==> config.mk <==
export PLATFORM = sky130hd
export DESIGN_NAME = uart_recv
export DESIGN_NICKNAME = d
export VERILOG_FILES = /design/src/rtl/uart_recv.sv
export SDC_FILE = /design/constraint.sdc
export NUM_CORES = 1
export LEC_CHECK = 0
export ABC_AREA = 1
export CORE_MARGIN = 2
export CORE_UTILIZATION = 54
export DETAILED_ROUTE_END_ITERATION = 8
export PLACE_DENSITY = 0.73
export SLEW_MARGIN = 5
export SYNTH_ARGS = -nofsm -noshare
export SYNTH_HDL_FRONTEND = slang
export SYNTH_SLANG_ARGS = --single-unit
==> constraint.sdc <==
create_clock -name clk -period 1.5 [get_ports clk]
set_input_delay 0.15 -clock clk [delete_from_list [all_inputs] [get_ports clk]]
set_output_delay 0.15 -clock clk [all_outputs]
set_load 0.03 [all_outputs]
==> src/rtl/uart_recv.sv <==
// uart_recv: single-clock UART receiver.
// Frame: start (0), 8 data bits, stop (1); line idles high.
// The line is resynchronised and then sampled at mid-bit using a cycle
// counter. Bytes are delivered through a rdy/rd_ack handshake. Framing
// errors and overruns are reported as single-cycle pulses.
module uart_recv #(
    parameter int CLKS_PER_BIT = 16,  // even, >= 4
    parameter bit MSB_FIRST    = 1'b1 // 1: first data bit lands in data_out[7]
) (
    input  logic       clk,
    input  logic       resetn,
    input  logic       rxd,
    input  logic       rd_ack,
    output logic [7:0] data_out,
    output logic       rdy,
    output logic       frame_err,
    output logic       overrun,
    output logic       busy
);

    localparam int CW = $clog2(CLKS_PER_BIT);
    // Terminal counts: half a bit to reach mid-start, a full bit thereafter.
    localparam logic [CW-1:0] HALF_M1 = CW'(CLKS_PER_BIT / 2 - 1);
    localparam logic [CW-1:0] FULL_M1 = CW'(CLKS_PER_BIT - 1);

    typedef enum logic [2:0] {
        IDLE,
        START,
        DATA,
        STOP,
        WAIT_HIGH
    } state_t;

    state_t        state, state_nxt;
    logic          sync_q1;  // first synchroniser stage
    logic          rs;       // synchronised rxd, the only view of the line
    logic          rs_prev;  // rs one cycle ago, for falling-edge detection
    logic [CW-1:0] cyc_cnt, cyc_nxt;
    logic [3:0]    bit_cnt, bit_nxt;
    logic [7:0]    shift, shift_nxt;
    logic          byte_done;  // good stop bit sampled this cycle
    logic          stop_bad;   // stop bit sampled low this cycle

    // Two-flop synchroniser plus edge-history flop; reset to idle-high so a
    // reset release never looks like a start edge.
    always_ff @(posedge clk or negedge resetn) begin
        if (!resetn) begin
            sync_q1 <= 1'b1;
            rs      <= 1'b1;
            rs_prev <= 1'b1;
        end else begin
            sync_q1 <= rxd;
            rs      <= sync_q1;
            rs_prev <= rs;
        end
    end

    // FSM state, counters and shift register.
    always_ff @(posedge clk or negedge resetn) begin
        if (!resetn) begin
            state   <= IDLE;
            cyc_cnt <= '0;
            bit_cnt <= '0;
            shift   <= '0;
        end else begin
            state   <= state_nxt;
            cyc_cnt <= cyc_nxt;
            bit_cnt <= bit_nxt;
            shift   <= shift_nxt;
        end
    end

    // Next-state logic: every sample point is a counter terminal count.
    always_comb begin
        state_nxt = state;
        cyc_nxt   = cyc_cnt + CW'(1);
        bit_nxt   = bit_cnt;
        shift_nxt = shift;
        byte_done = 1'b0;
        stop_bad  = 1'b0;
        unique case (state)
            IDLE: begin
                cyc_nxt = '0;
                if (rs_prev && !rs) state_nxt = START;
            end
            START: begin
                // Mid start bit: a line back high means the fall was a glitch.
                if (cyc_cnt == HALF_M1) begin
                    cyc_nxt = '0;
                    if (rs) begin
                        state_nxt = IDLE;
                    end else begin
                        state_nxt = DATA;
                        bit_nxt   = 4'd0;
                    end
                end
            end
            DATA: begin
                if (cyc_cnt == FULL_M1) begin
                    cyc_nxt   = '0;
                    shift_nxt = MSB_FIRST ? {shift[6:0], rs} : {rs, shift[7:1]};
                    if (bit_cnt == 4'd7) state_nxt = STOP;
                    else                 bit_nxt   = bit_cnt + 4'd1;
                end
            end
            STOP: begin
                // Return to IDLE straight after mid-stop so the next start
                // edge can be caught without an extra idle gap.
                if (cyc_cnt == FULL_M1) begin
                    cyc_nxt = '0;
                    if (rs) begin
                        byte_done = 1'b1;
                        state_nxt = IDLE;
                    end else begin
                        stop_bad  = 1'b1;
                        state_nxt = WAIT_HIGH;
                    end
                end
            end
            WAIT_HIGH: begin
                // A held-low (break) line must go high before a new start.
                cyc_nxt = '0;
                if (rs) state_nxt = IDLE;
            end
            default: begin
                cyc_nxt   = '0;
                state_nxt = IDLE;
            end
        endcase
    end

    // Output registers: byte delivery, handshake and status pulses.
    always_ff @(posedge clk or negedge resetn) begin
        if (!resetn) begin
            data_out  <= 8'h00;
            rdy       <= 1'b0;
            frame_err <= 1'b0;
            overrun   <= 1'b0;
            busy      <= 1'b0;
        end else begin
            frame_err <= stop_bad;
            // An ack in the landing cycle consumes the old byte, so no overrun.
            overrun   <= byte_done && rdy && !rd_ack;
            busy      <= (state_nxt != IDLE);
            if (byte_done) begin
                data_out <= shift;
                rdy      <= 1'b1;
            end else if (rd_ack) begin
                rdy      <= 1'b0;
            end
        end
    end

endmodule

# After elaboration in Yosys (flattened, before gate mapping)
# Index checks and enable logic that the tools add are counted.
word_totals:
  regBits: 34
  latchBits: 0
  ram_bits: 0
  rom_bits: 0
  inputBits: 4
  out_inout_bits: 12
  wordCells: 62
  memories: 0
classes:
  n_addsub: 2
  mul: 0
  n_div: 0
  magnitude_cmp: 0
  n_eq_ne: 11
  shifts: 0
  mux: 25
  bitwise: 0
  n_reduce_logical: 12
ops:
  columns: ["operator", "count"]
  rows:
  - ["4-bit two-way mux", 6]
  - ["3-bit two-way mux", 7]
  - ["4-bit one-hot mux with 2 select lines", 2]
  - ["3-bit one-hot mux with 5 select lines", 1]
  - ["4-bit by 1-bit adder with 4-bit output (second input constant)", 2]
  - ["4-bit by 3-bit equality test with 1-bit output (second input constant)", 2]
  - ["1-bit two-way mux", 8]
  - ["2-bit inequality test (second input constant)", 4]
  - ["3-bit by 2-bit equality test with 1-bit output (second input constant)", 2]
  - ["5-bit AND reduction", 1]
  - ["4-bit equality test (second input constant)", 1]
  - ["2-bit nonzero test", 2]
  - ["3-bit by 1-bit equality test with 1-bit output (second input constant)", 1]
  - ["3-bit equality test (second input constant)", 1]
  - ["1-bit logical AND", 3]
  - ["3-bit logical NOT", 1]
  - ["3-bit nonzero test", 1]
  - ["1-bit logical NOT", 2]
  - ["2-bit two-way mux", 1]
  - ["2-bit AND reduction", 1]
  - ["2-bit OR reduction", 1]

# Depth between registers and ports, before layout
logic_depth:
  depth_word: 5
  depth_mapped: 8

# Worst setup path before layout
# OpenSTA, ideal clock, no wires.
synth_path:
  path_kind: "reg-to-reg"
  startpoint: "register cyc_cnt[0]"
  endpoint: "register bit_cnt[0]"
  setup_ns: 0.117
  arrival_ns: 1.146
  required_time_ns: 1.383
  setup_slack_ns: 0.237
  stages_incl_launch_ff: 9
  path_buffers: 0
  synth_period_minus_slack_ns: 1.263
  path_cell_list: "dfrtp_1 -> ha_1 -> nand2_2 -> nor2_4 -> nand2_2 -> nand2_2 -> nand2_2 -> nand2_1 -> nand2_1"
synth_via:
  elab_chain_len: 3
  elab_cells_between_ends: 5
synth_rtl:
  columns: ["element", "line_no", "source"]
  rows:
  - ["start: declaration", "38", "logic [CW-1:0] cyc_cnt, cyc_nxt;"]
  - ["start signal: assignment", "67", "cyc_cnt <= cyc_nxt;"]
  - ["4-bit equality test / 4-bit by 3-bit equality test with 1-bit output (equally long branches)", "99, 88", null]
  - ["2-bit inequality test (no source line)", null, null]
  - ["5-bit AND reduction (no source line) (*)", null, null]
  - ["end signal: assignment", "68", "bit_cnt <= bit_nxt;"]
  - ["end: declaration", "39", "logic [3:0] bit_cnt, bit_nxt;"]
# Every way passes the cells marked *; elsewhere a longest branch is shown, timed or not.
# A chain may end at the register's enable or synchronous reset.

# Worst setup path after layout
layout_path:
  startpoint: "register cyc_cnt[0]"
  endpoint: "register data_out[3]"
layout_via:
  elab_chain_len: 3
layout_rtl:
  columns: ["element", "line_no", "source"]
  rows:
  - ["4-bit equality test", "109", "if (cyc_cnt == FULL_M1) begin"]
  - ["1-bit two-way mux", "109", null]
  - ["1-bit two-way mux", "81", "unique case (state)"]
  - ["end signal: assignment", "146", "data_out <= shift;"]
  - ["end: declaration", "14", "output logic [7:0] data_out,"]
# Every way passes these cells.

==> impl_metrics.ini <==
[status]
status = complete, no violations

[logic_synthesis]
synth_edf_count = 0
synth_top_cells_by_area = dfrtp_1 (52%), nand2_1 (8.5%), dfstp_2 (5.3%), inv_1 (5.3%), o21ai_2 (4.7%)
syn_area_per_cell_sq_um = 9.646
synth_cells = 155
yosysWarnings = 0
yosysSeqAreaShare_pct = 57.15
yosys.cell_count.top_type = nand2_1
synth_top_area_share_pct = 51.88
ys_types = 23
synth_seq_cells = 34
synth_area_leader_cell = dfrtp_1
syn-num-nets = 161
syn_area_sq_um = 1495
async_flop_share_pct = 100.0
synthTopCellsByCount = nand2_1 (34), dfrtp_1 (31), inv_1 (21)
synth-main-ff-cell = dfrtp_1

[cells_and_area]
finalNetCount = 186
fillers = 218
area_growth_pct = 17.07
drive_gt1_share_pct = 20.44
antenna_cells = 0

[detailed_routing]
postRouteWirelength_um = 2672
drt-vias-per-instance = 5.085
drc = 0
drtPass1Iterations = 4
routedWlPerCell_um = 12.60
antenna_left = 0
vias = 1078
drt_iter0_drc = 23

[clock_network]
tritoncts = built
worstSkewPairLatency_ns = 0.35
hold_buffers = 0
cts_root_buffer = clkbuf_4
htree_num_levels = 2
cts.sinks = 34
clkTransAtPathRegs_ns = 0.11
numCtsBuffers = 5
clk_path_buf_depth = 2

[die]
start_util_pct = 55.66
ioPinCount = 16
die_area_sq_um = 3206
num_rows = 19
die_w_um = 56.62
fp.dieH_um = 56.62
coreArea_sq_um = 2686

[timing]
worst_hold_slack_ns = 0.1828
final.min_clock_period_ns = 1.401
final-setup-viol-count = 0
finalMaxSlewViolations = 0
finClkSkew_ns = 0.009257
hold_violations = 0
post-route-period-util_pct = 93.38
fmax_ghz = 0.7140
maxSlewHeadroom_pct = 72.10
tightest_slew_ns = 0.4185

[critical_path]
r2r_start = cyc_cnt[0]
reg2regPathDepth = 5
end_kind = register
crit_required_ns = 1.78
start_kind = register
reg2reg_slack_ns = 0.1
worst_r2r_endpoint = data_out[3]
cp.arrival_ns = 1.68
path_max_fanout = 9
path_class = reg2reg

[global_routing]
grt_util_all_layers_pct = 18.51
grt_pass1_wl_um = 4443
grt_max_degree = 35
grt_overflow = 0
first_global_vias = 1081
antenna_found_initial = 0

[flow_run]
cap_viol_max_count = 0

[power_and_ir_drop]
leakage_nw = 0.8866
total_power_mw = 2.283
peakVddDrop_uv = 884.6
power-per-cell-area_nw_per_um2 = 1304

[placed_design]
port_buffers = 15
gp_congestion = 0.8257
dp.final_hpwl_um = 1773

[hold_path]
worstHoldPathType = in2async
[where the power goes]
part	total, mW	switching (mW)	leakage [nW]	internal (mW)
registers	1.15	0.104	0.442	1.05
logic	0.583	0.361	0.410	0.222
clock network	0.550	0.325	0.0343	0.225
total	2.28	0.790	0.887	1.49
[metrics by stage]
step | setup TNS (ns) | worst slack (ns) | cell area, sq um | std cells | utilization (%)
2_1_floorplan | 0 | 0.2371 | 1495 | 155 | -
3_3_place_gp | 0 | 0.1775 | 1677 | 201 | 62.41
3_5_place_dp | 0 | 0.1064 | 1677 | 201 | 62.41
4_1_cts | 0 | 0.08673 | 1725 | 209 | 64.23
5_1_grt | -0.006438 | -0.006438 | 1750 | 212 | 65.16
6_report | 0 | 0.09934 | 1750 | 212 | 65.16
[sequential cells by signal, indices dropped and copies added, names as in the netlist]
signal,cells
data_out,8
shift,8
bit_cnt,4
cyc_cnt,4
state,3
busy,1
frame_err,1
overrun,1
rdy,1
rs,1
rs_prev,1
sync_q1,1
[area by class of cell]
type | count | area, sq um | area share (%)
multi-input combinational | 97 | 541.8 | 30.95
timing repair buffer | 19 | 165.2 | 9.435
inverter | 23 | 86.33 | 4.932
tap | 31 | 38.79 | 2.216
clock buffer | 6 | 51.30 | 2.931
clock inverter | 2 | 12.51 | 0.7148
sequential | 34 | 854.6 | 48.82
[layout by cell type, fill, tap and decap left out, drive strengths merged]
master,count
nor4,1
dfstp,3
o21ai,17
dlygate4sd2,12
nor3,2
nand4,2
nand2,39
clkbuf,6
xor2,1
inv,23
nor2,18
clkdlybuf4s50,3
and2,1
clkinvlp,1
nand3,14
clkinv,1
dfrtp,31
buf,4
ha,2
[worst max-delay path by stage]
stage | from | depth (start not counted) | end
2_1_floorplan | cyc_cnt[0] | 8 | bit_cnt[0]
3_3_place_gp | cyc_cnt[0] | 6 | data_out[0]
3_5_place_dp | cyc_cnt[0] | 6 | data_out[0]
4_1_cts | cyc_cnt[0] | 6 | data_out[0]
5_1_grt | cyc_cnt[0] | 8 | busy
6_report | cyc_cnt[0] | 5 | data_out[3]
[worst max-delay path, stage by stage (launching register included)]
cell     delay, ns
dfrtp_1       0.36
ha_1          0.19
nand2_2       0.09
nor2_4        0.18
nand3_2       0.29
o21ai_2       0.21
[what timing repair did]
item / CTS / global route
gates resized for setup: 12 / 0
setup endpoints to repair: 12 / 7
buffers inserted: 0 / 2
cloned: 0 / 1
pin swaps: 0 / 2
[cells by family (layout without fill, tap and decap cells)]
| group | count (synthesis) | after routing | synth area share, % |
|---|---|---|---|
| XOR/XNOR | 1 | 1 | 0.5859 |
| flip-flops | 34 | 34 | 57.15 |
| buffers and inverters | 25 | 50 | 7.281 |
| AND/OR/NAND/NOR | 76 | 77 | 25.61 |
| adder cells (fa/ha/maj) | 2 | 2 | 1.673 |
| AO/OA/AOI/OAI | 17 | 17 | 7.699 |
[per-layer routing]
layer  track usage, %  wire (um)  up-vias
li1                 -          -      540
met1            21.55       1168      505
met2            29.07       1304       25
met3            5.991        125        8
met4            12.24         74        0
met5                0          0        -
Power figures use the tool's default switching activity.
